[config.mk]
export PLATFORM = sky130hd
export DESIGN_NAME = fetch_stage
export DESIGN_NICKNAME = d
export VERILOG_FILES = /design/src/rtl/rv_pkg.sv /design/src/rtl/fetch_fifo.sv /design/src/rtl/fetch_stage.sv
export SDC_FILE = /design/constraint.sdc
export NUM_CORES = 1
export LEC_CHECK = 0
export BUFFER_PORTS_ARGS = -buffer_cell sky130_fd_sc_hd__buf_2
export CORE_MARGIN = 3
export CORE_UTILIZATION = 46
export CTS_CLUSTER_SIZE = 28
export DETAILED_ROUTE_END_ITERATION = 16
export PLACE_DENSITY = 0.75
export RECOVER_POWER = 100
export SYNTH_ARGS = -nofsm -noshare
export SYNTH_HDL_FRONTEND = slang
export SYNTH_SLANG_ARGS = --single-unit
[constraint.sdc]
create_clock -name clock_i -period 19 [get_ports clock_i]
set_input_delay 2.85 -clock clock_i [delete_from_list [all_inputs] [get_ports clock_i]]
set_output_delay 2.85 -clock clock_i [all_outputs]
set_load 0.03 [all_outputs]
[src/rtl/rv_pkg.sv]
// Shared fetch-path definitions: datapath width, reset vector, NOP encoding and the FIFO entry layout.
package rv_pkg;

  localparam int unsigned XLEN     = 32;
  localparam logic [31:0] RESET_PC = 32'h0000_0000;
  localparam logic [31:0] INST_NOP = 32'h0000_0013;
  localparam int unsigned ENTRY_W  = XLEN + 32;

  // PC sits above the instruction word so {pc, inst} concatenations line up with this struct.
  typedef struct packed {
    logic [XLEN-1:0] pc;
    logic [31:0]     inst;
  } fetch_entry_t;

endpackage

[src/rtl/fetch_fifo.sv]
// Synchronous prefetch FIFO; read data is combinational from the head slot.
// flush wins over push/pop in the same cycle.
module fetch_fifo #(
  parameter int unsigned WIDTH = rv_pkg::ENTRY_W,
  parameter int unsigned DEPTH = 2
) (
  input  logic                   clock_i,
  input  logic                   reset_i,
  input  logic                   push_i,
  input  logic                   pop_i,
  input  logic                   flush_i,
  input  logic [WIDTH-1:0]       wdata_i,
  output logic [WIDTH-1:0]       rdata_o,
  output logic                   empty_o,
  output logic                   full_o,
  output logic [$clog2(DEPTH):0] count_o
);

  localparam int unsigned AW = $clog2(DEPTH);

  logic [WIDTH-1:0] mem_q [DEPTH];
  logic [AW-1:0]    rd_ptr_q, rd_ptr_d;
  logic [AW-1:0]    wr_ptr_q, wr_ptr_d;
  logic [AW:0]      count_q, count_d;
  logic             do_push, do_pop;

  assign do_push = push_i & ~flush_i;
  assign do_pop  = pop_i & ~flush_i & ~empty_o;

  always_comb begin
    rd_ptr_d = rd_ptr_q;
    wr_ptr_d = wr_ptr_q;
    count_d  = count_q;
    if (flush_i) begin
      rd_ptr_d = '0;
      wr_ptr_d = '0;
      count_d  = '0;
    end else begin
      if (do_push) wr_ptr_d = wr_ptr_q + 1'b1;
      if (do_pop)  rd_ptr_d = rd_ptr_q + 1'b1;
      count_d = count_q + {{AW{1'b0}}, do_push} - {{AW{1'b0}}, do_pop};
    end
  end

  always_ff @(posedge clock_i) begin
    if (reset_i) begin
      rd_ptr_q <= '0;
      wr_ptr_q <= '0;
      count_q  <= '0;
    end else begin
      rd_ptr_q <= rd_ptr_d;
      wr_ptr_q <= wr_ptr_d;
      count_q  <= count_d;
    end
  end

  // Storage needs no reset; only slots behind a valid count are ever presented.
  always_ff @(posedge clock_i) begin
    if (!reset_i && do_push) mem_q[wr_ptr_q] <= wdata_i;
  end

  always_ff @(posedge clock_i) begin
    if (!reset_i && do_push) assert (!full_o);
  end

  assign rdata_o = mem_q[rd_ptr_q];
  assign empty_o = (count_q == '0);
  assign full_o  = (count_q == (AW + 1)'(DEPTH));
  assign count_o = count_q;

endmodule

[src/rtl/fetch_stage.sv]
// Instruction fetch: owns the PC, issues 1-cycle-latency imem reads under a credit limit and
// buffers {pc, inst} for decode; execute redirects flush buffered and in-flight fetches.
module fetch_stage
  import rv_pkg::*;
#(
  parameter int unsigned XLEN       = rv_pkg::XLEN,
  parameter logic [XLEN-1:0] RESET_PC = XLEN'(rv_pkg::RESET_PC),
  parameter int unsigned FIFO_DEPTH = 2
) (
  input  logic            clock_i,
  input  logic            reset_i,
  output logic            imem_req_o,
  output logic [XLEN-1:0] imem_addr_o,
  input  logic [31:0]     imem_rdata_i,
  input  logic            redirect_valid_i,
  input  logic [XLEN-1:0] redirect_pc_i,
  output logic            inst_valid_o,
  input  logic            inst_ready_i,
  output logic [31:0]     inst_o,
  output logic [XLEN-1:0] inst_pc_o
);

  localparam int unsigned AW = $clog2(FIFO_DEPTH);
  localparam int unsigned CW = AW + 2;
  localparam int unsigned EW = XLEN + 32;

  logic [XLEN-1:0] fetch_pc_q, fetch_pc_d;
  logic [XLEN-1:0] inflight_pc_q, inflight_pc_d;
  logic            inflight_q, inflight_d;
  logic            squash_q, squash_d;

  logic            fifo_empty, fifo_full;
  logic [AW:0]     fifo_count;
  logic [EW-1:0]   fifo_rdata;
  logic            pop, push, issue, credit_ok;

  assign inst_valid_o = ~reset_i & ~redirect_valid_i & ~fifo_empty;
  assign pop          = inst_valid_o & inst_ready_i;

  // Entries already buffered plus the one returning must fit once this cycle's pop leaves.
  assign credit_ok = ({1'b0, fifo_count} + CW'(inflight_q) - CW'(pop)) < CW'(FIFO_DEPTH);
  assign issue     = ~reset_i & ~redirect_valid_i & credit_ok;
  assign push      = inflight_q & ~squash_q;

  assign imem_req_o  = issue;
  assign imem_addr_o = fetch_pc_q;

  always_comb begin
    fetch_pc_d    = fetch_pc_q;
    inflight_pc_d = inflight_pc_q;
    inflight_d    = issue;
    squash_d      = redirect_valid_i;
    if (issue) begin
      fetch_pc_d    = fetch_pc_q + XLEN'(4);
      inflight_pc_d = fetch_pc_q;
    end
    if (redirect_valid_i) fetch_pc_d = {redirect_pc_i[XLEN-1:2], 2'b00};
  end

  always_ff @(posedge clock_i) begin
    if (reset_i) begin
      fetch_pc_q    <= RESET_PC;
      inflight_pc_q <= RESET_PC;
      inflight_q    <= 1'b0;
      squash_q      <= 1'b0;
    end else begin
      fetch_pc_q    <= fetch_pc_d;
      inflight_pc_q <= inflight_pc_d;
      inflight_q    <= inflight_d;
      squash_q      <= squash_d;
    end
  end

  fetch_fifo #(
    .WIDTH (EW),
    .DEPTH (FIFO_DEPTH)
  ) u_fifo (
    .clock_i (clock_i),
    .reset_i (reset_i),
    .push_i  (push),
    .pop_i   (pop),
    .flush_i (redirect_valid_i),
    .wdata_i ({inflight_pc_q, imem_rdata_i}),
    .rdata_o (fifo_rdata),
    .empty_o (fifo_empty),
    .full_o  (fifo_full),
    .count_o (fifo_count)
  );

  assign {inst_pc_o, inst_o} = fifo_rdata;

  logic unused_full;
  assign unused_full = fifo_full;

endmodule

==> summary.md, run 1 <==
| Metric | Value |
|---|---|
| Hold Fails Final Rpt | `0` |
| Max frequency | `92.9 MHz` |
| First-pass GRT wire length | `26.2 mm` |
| Worst vdd ir | `0.0632 mV` |
| Max cap viols | `6` |
| Initial Utilization | `47.2%` |
| Worst-skew pair later-pin latency | `0.42 ns` |
| Post-Synth Adder-Cell Area | `0.927%` |
| Setup_tns | `0 ns` |
| Non-filler cells in the finished layout | `962` |
| Slew at the pin closest to its max-slew limit | `3.80 ns` |
| Asr flop ratio synth | `0%` |
| Total Routed Length | `16.4 mm` |
| GRT Overall Usage | `18.3%` |
| Critical R2R Capture | `imem_addr_o[17]$_SDFFE_PP0P_` |
| Setup slack after layout | `8.23 ns` |
| Hold WC Path Type | `flip-flop to flip-flop` |
| IO Port Bufs | `159` |
| Met1 wire length | `7.22 mm` |
| EDFF count, synth | `124` |
| CP Launch Type | `primary input` |
| Fin crit period | `10.77 ns` |
| # fillers | `1,408` |
| Met2 WL | `7.94 mm` |
| Worst reg2reg path depth | `13` |
| CTS Sinks | `191` |
| Synthesized area | `7550 um^2` |
| Global route overflow | `0` |
| RSZ-0062 raised after global routing | `false` |
| Int Pwr | `705 uW` |
| Root buffer cell | `clkbuf_16` |
| Register share of total power | `51.1%` |
| Postcts setup bufs | `0` |
| Multi-input logic area | `2300 um^2` |
| Pre-antenna DRT Iters | `5` |
| Critical Path Source | `reset_i` |
| Cts repair resizes | `0` |
| Failing checks | `capacitance limit, slew limit` |
| Vias | `5,028` |
| Fin crit share | `56.7%` |
| Initial antenna violation count | `0` |
| Antenna fix cells | `0` |
| Worst r2r src | `u_fifo.count_o[1]$_SDFF_PP0_` |
| Yosys reg bits | `191` |
| Post-synthesis sequential area ratio | `67.0%` |
| Synth Area in Compound Gates | `6.16%` |
| Post-synthesis mux area share | `9.24%` |
| Io pins | `166` |
| Clock Power Share | `43.1%` |
| Synth Area in XOR/XNOR | `3.35%` |
| Logic pwr share | `5.8%` |
| Leakage power | `3.01 nW` |
| DP Worst Slack | `10.38 ns` |
| Dominant synthesized flop cell | `edfxtp_1` |
| Storage element area | `5070 um^2` |
| Worst path required time | `16.15 ns` |
| Top routing layer in use | `met4` |
| Final GP Congestion | `0.854` |
| Core ar. | `16,000 um^2` |
| Synth-to-layout area growth | `19.6%` |
| Die area | `18,000 um^2` |
| Largest net degree at the start of global routing | `63` |
| Per-cell routed wire length | `17.1 um` |
| Vias in the first global route | `5,250` |
| TritonCTS clock tree | `done` |
| Width of the die | `134 um` |
| Switch share | `21.7%` |
| Setup Crit Path Kind | `primary input to primary output` |
| Reg-to-reg slack, setup | `14.19 ns` |
| Slew Viols, Final | `323` |
| Rel. slew slack | `-154%` |
| Largest family of logic cells by synthesized area | `simple AND/OR/NAND/NOR gates` |
| P_sw | `195 uW` |
| Post-Synthesis Cells | `580` |
| Power Density | `99.7 nW/um^2` |
| Syn. warnings | `0` |
| Hold-fix buffers, CTS | `0` |
| Clk_skew | `0.00762 ns` |
| Initial DRC count | `333` |
| DRC violations left | `0` |
| Hold Path Depth | `0` |
| Distinct cells, synth | `46` |
| Critical Path Sink Type | `primary output` |
| Status | `complete, but fails checks` |
| Clk slew on worst S/H paths | `0.06 ns` |
| Synth Area in Simple Gates | `10.8%` |
| Final Setup Violations | `0` |
| Final ANT Viol Nets | `0` |
| Die Height | `134 um` |
| Cts bufs inserted | `17` |
| Via density per instance | `5.23` |
| Buffer depth of the longest clock path | `2` |
| Inst Count DP | `930` |
| Data arrival time of the worst path | `7.92 ns` |
| Met3 WL post-DR | `993 um` |
| Row count | `46` |
| H-tree depth | `4` |
| Worst setup path endpoint | `imem_req_o` |
| Final #Nets | `806` |
| Share of post-route cells with drive strength above 1 | `21.0%` |
| Crit-path max FO | `60` |
| Detail Placement HPWL | `10.6 mm` |
| Syn Area/Cell | `13.0 um^2` |
## cell usage in the layout (no fill, tap or decap), types with 4 or more instances in the layout
master and n:
a211oi_1 4, a21oi_1 43, a31oi_1 5, and2_1 4
buf_2 52, clkbuf_1 113, clkbuf_16 20, conb_1 4
dfxtp_1 66, edfxtp_1 124, ha_1 4, inv_1 9
mux2_2 60, nand2_1 91, nand3_1 8, nand4_1 9
nor2_1 20, nor3_1 9, nor4_1 7, o21ai_0 5
o21bai_1 4, o22ai_1 4, xnor2_1 27
## worst min path at each step
stage | from | end | slack [ns]
6_report | inflight_pc_q[31]$_SDFFE_PP0P_ | u_fifo.mem_q[1][63]$_DFFE_PP_ | 0.45
4_1_cts | inflight_pc_q[31]$_SDFFE_PP0P_ | u_fifo.mem_q[0][63]$_DFFE_PP_ | 0.45
3_5_place_dp | inflight_pc_q[31]$_SDFFE_PP0P_ | u_fifo.mem_q[0][63]$_DFFE_PP_ | 0.44
5_1_grt | inflight_pc_q[15]$_SDFFE_PP0P_ | u_fifo.mem_q[0][47]$_DFFE_PP_ | 0.47
3_3_place_gp | inflight_pc_q[29]$_SDFFE_PP0P_ | u_fifo.mem_q[1][61]$_DFFE_PP_ | 0.43
2_1_floorplan | inflight_pc_q[2]$_SDFFE_PP0P_ | u_fifo.mem_q[0][34]$_DFFE_PP_ | 0.43
## critical path: stages
cell and delay (ns):
buf_2 0.08, clkbuf_1 1.89, or2_0 0.60, nor2_1 0.16, and2_0 0.20, ha_1 0.27
nand2b_1 0.16, fa_1 0.38, xnor2_1 0.66, nand3_2 0.17, clkinv_1 0.13, clkbuf_1 0.32
## cell usage after synthesis, types with 3 or more instances
| master | count | area (um^2) |
|---|---|---|
| o21bai_1 | 4 | 30.0 |
| or2_2 | 3 | 18.8 |
| and2_1 | 7 | 43.8 |
| nor4_1 | 5 | 31.3 |
| nor3_1 | 9 | 45.0 |
| a211oi_1 | 4 | 30.0 |
| nand4_1 | 9 | 56.3 |
| edfxtp_1 | 124 | 3720 |
| nand3_1 | 9 | 45.0 |
| o22ai_1 | 4 | 25.0 |
| dfxtp_1 | 67 | 1340 |
| nor2_1 | 20 | 75.1 |
| o211ai_1 | 3 | 22.5 |
| inv_1 | 9 | 33.8 |
| buf_1 | 4 | 15.0 |
| buf_4 | 4 | 30.0 |
| o21ai_0 | 5 | 25.0 |
| xnor2_1 | 26 | 228 |
| nor4_2 | 3 | 37.5 |
| a21oi_1 | 43 | 215 |
| a31oi_1 | 5 | 31.3 |
| nand2_1 | 91 | 342 |
| clkbuf_1 | 25 | 93.8 |
| ha_1 | 4 | 50.1 |
| mux2_2 | 62 | 698 |
## per-layer routing
layer / vias up / GRT usage (%)
li1: 2393 / -
met1: 2419 / 23.9
met2: 191 / 30.2
met3: 25 / 4.73
met4: 0 / 6.00
met5: - / 0
## final cells by class
cell class / count / area share (%)
clock inverter: 10 / 1.56
sequential: 191 / 56.1
clock buffer: 22 / 5.84
timing repair buffer: 166 / 7.66
inverter: 10 / 0.415
tap: 216 / 2.99
multi-input combinational: 347 / 25.5
## power groups by stage
stage	sequential, mW	combinational, mW	clock [mW]
after floorplan	0.474	0.0268	0
after global placement	0.468	0.0526	0
after detailed placement	0.468	0.0541	0
after CTS	0.459	0.0544	0.397
after global routing	0.461	0.0564	0.410
final	0.460	0.0519	0.389
## cells by family (layout without fill, tap and decap cells)
| group | Yosys count | in the layout |
|---|---|---|
| compound gates | 77 | 77 |
| xor+xnor | 28 | 28 |
| other cells | 1 | 4 |
| mux | 62 | 62 |
| flops | 191 | 191 |
| buf+inv | 45 | 208 |
| simple gates | 171 | 171 |
| fa+ha+maj | 5 | 5 |
## flip-flops by register name, indices dropped and copies added, names as in the netlist, named ones only
name / cells
imem_addr_o: 30
inflight_pc_q: 30
inflight_q: 1
squash_q: 1
u_fifo.count_o: 2
u_fifo.mem_q: 124
u_fifo.rd_ptr_q: 1
u_fifo.wr_ptr_q: 1
## metrics by stage
stage               power (mW)  hold WS [ns]  util [%]  area, um^2
floorplan                0.501         0.425         -        7570
global placement         0.520         0.431      53.4        8550
detailed placement       0.522         0.437      53.4        8550
CTS                      0.910         0.452      57.6        9220
global route             0.927         0.465      56.5        9040
finish                   0.901         0.452      56.5        9040
Note: power is estimated with default switching activity, not from simulation.
==> run 2, diff against run 1 <==
==> constraint.sdc (replaced) <==
create_clock -name clock_i -period 10.8 [get_ports clock_i]
set_input_delay 1.62 -clock clock_i [delete_from_list [all_inputs] [get_ports clock_i]]
set_output_delay 1.62 -clock clock_i [all_outputs]
set_load 0.03 [all_outputs]
==> run 2 against run 1 <==
Net effect:
- the run still ends with capacitance limit, slew limit left
- via count rose by 0.93%
- register-to-register slack got worse by 7.5 ns
- sequential power up 76%
- critical path depth is the same
- critical path type unchanged
- setup slack got worse by 5.5 ns
- core utilization shrank 0.070 points
==> summary.md, run 2 (same netlist as run 1, synthesis figures left out) <==
| Metric | Value |
|---|---|
| IO Port Bufs | `159` |
| Detail Placement HPWL | `10.2 mm` |
| Tot Pwr | `1.57 mW` |
| Vias in the first global route | `4,942` |
| Via density per instance | `5.28` |
| Setup Crit Path Kind | `primary input to primary output` |
| Worst vdd ir | `0.102 mV` |
| Cts repair resizes | `0` |
| Hold-fix buffers, CTS | `0` |
| Worst r2r src | `u_fifo.count_o[1]$_SDFF_PP0_` |
| Cts bufs inserted | `17` |
| Most frequent cells in the layout | `edfxtp_1, clkbuf_1, nand2_1` |
| Postcts setup bufs | `0` |
| Data arrival time of the worst path | `6.48 ns` |
| Buffer depth of the longest clock path | `2` |
| Fin crit period | `8.10 ns` |
| Per-cell routed wire length | `16.6 um` |
| Total Routed Length | `15.9 mm` |
| Status | `complete, but fails checks` |
| Max frequency | `124 MHz` |
| Multi-input logic area | `2300 um^2` |
| Initial DRC count | `357` |
| Row count | `46` |
| Critical Path Sink Type | `primary output` |
| Slew at the pin closest to its max-slew limit | `3.78 ns` |
| Clk slew on worst S/H paths | `0.07 ns` |
| Storage element area | `5070 um^2` |
| Worst path required time | `9.18 ns` |
| Core ar. | `16,000 um^2` |
| RSZ-0062 raised after global routing | `false` |
| Final Core Density | `56.4%` |
| Io pins | `166` |
| Hold path start | `inflight_pc_q[25]$_SDFFE_PP0P_` |
| Clk_skew | `0.00909 ns` |
| H-tree depth | `4` |
| Setup_tns | `0 ns` |
| Final Setup Violations | `0` |
| Width of the die | `134 um` |
| Top reg by flops | `u_fifo.mem_q` |
| Pre-antenna DRT Iters | `5` |
| # fillers | `1,404` |
| Crit-path max FO | `60` |
| Critical Path Source | `reset_i` |
| Largest net degree at the start of global routing | `63` |
| Rel. slew slack | `-152%` |
| Final #Nets | `806` |
| Leakage power | `3.01 nW` |
| Final GP Congestion | `0.861` |
| Root buffer cell | `clkbuf_16` |
| CTS Sinks | `191` |
| Hold Fails Final Rpt | `0` |
| Most common cell after layout, fill and taps aside | `edfxtp_1` |
| Slew Viols, Final | `289` |
| Power Density | `174 nW/um^2` |
| Die area | `18,000 um^2` |
| Hold Path Depth | `0` |
| Share of post-route cells with drive strength above 1 | `21.2%` |
| Vias | `5,075` |
| Fin crit share | `75.0%` |
| Global route overflow | `0` |
| Hold WC Path Type | `flip-flop to flip-flop` |
| Hold slack | `0.451 ns` |
| DRC violations left | `0` |
| Die Height | `134 um` |
| Antenna fix cells | `0` |
| First-pass GRT wire length | `25.0 mm` |
| Max FFs per register | `124` |
| TritonCTS clock tree | `done` |
| Worst reg2reg path depth | `12` |
| Synth-to-layout area growth | `19.5%` |
| GRT Overall Usage | `17.6%` |
| Worst-skew pair later-pin latency | `0.43 ns` |
| Failing checks | `capacitance limit, slew limit` |
| Max cap viols | `5` |
| Final ANT Viol Nets | `0` |
| CP Launch Type | `primary input` |
| Initial Utilization | `47.2%` |
| Initial antenna violation count | `0` |
run 2: cell type report:
cell class	instances	share of cell area, %
Tap cell	216	2.99
Clock inverter	11	1.48
Sequential cell	191	56.1
Multi-Input combinational cell	347	25.4
Clock buffer	21	5.82
Inverter	10	0.416
Timing Repair Buffer	166	7.71
run 2: through the flow:
step	worst slack (ns)	area, um^2	cells
6_report	2.70	9020	962
3_5_place_dp	4.62	8550	930
5_1_grt	2.21	9020	962
2_1_floorplan	3.68	7570	583
3_3_place_gp	4.67	8550	930
4_1_cts	4.64	9210	962
run 2: per-layer routing:
metal | up-vias | part of all wire, % | track usage (%)
li1 | 2410 | - | -
met1 | 2416 | 44 | 23.7
met2 | 223 | 47 | 28.5
met3 | 26 | 7.6 | 4.35
met4 | 0 | 1.5 | 5.83
met5 | - | 0 | 0
run 2: critical path: stages:
cell	delay, ns
buf_2	0.07
clkbuf_1	1.87
or2_0	0.58
nor2_1	0.15
and2_0	0.19
ha_1	0.25
nand2b_1	0.16
fa_1	0.38
xnor2_1	0.65
nand3_2	0.23
clkinv_1	0.10
buf_2	0.20
run 2: final timing paths:
kind,end,slack [ns]
max,imem_req_o,2.70
min,u_fifo.mem_q[0][57]$_DFFE_PP_,0.45
max reg2reg,imem_addr_o[10]$_SDFFE_PP0P_,6.72
min reg2reg,u_fifo.mem_q[0][57]$_DFFE_PP_,0.45
run 2: where the power goes:
part	total, mW	internal, mW	switching [mW]
sequential	0.809	0.791	0.0173
clock	0.671	0.400	0.271
combinational	0.0907	0.0289	0.0618
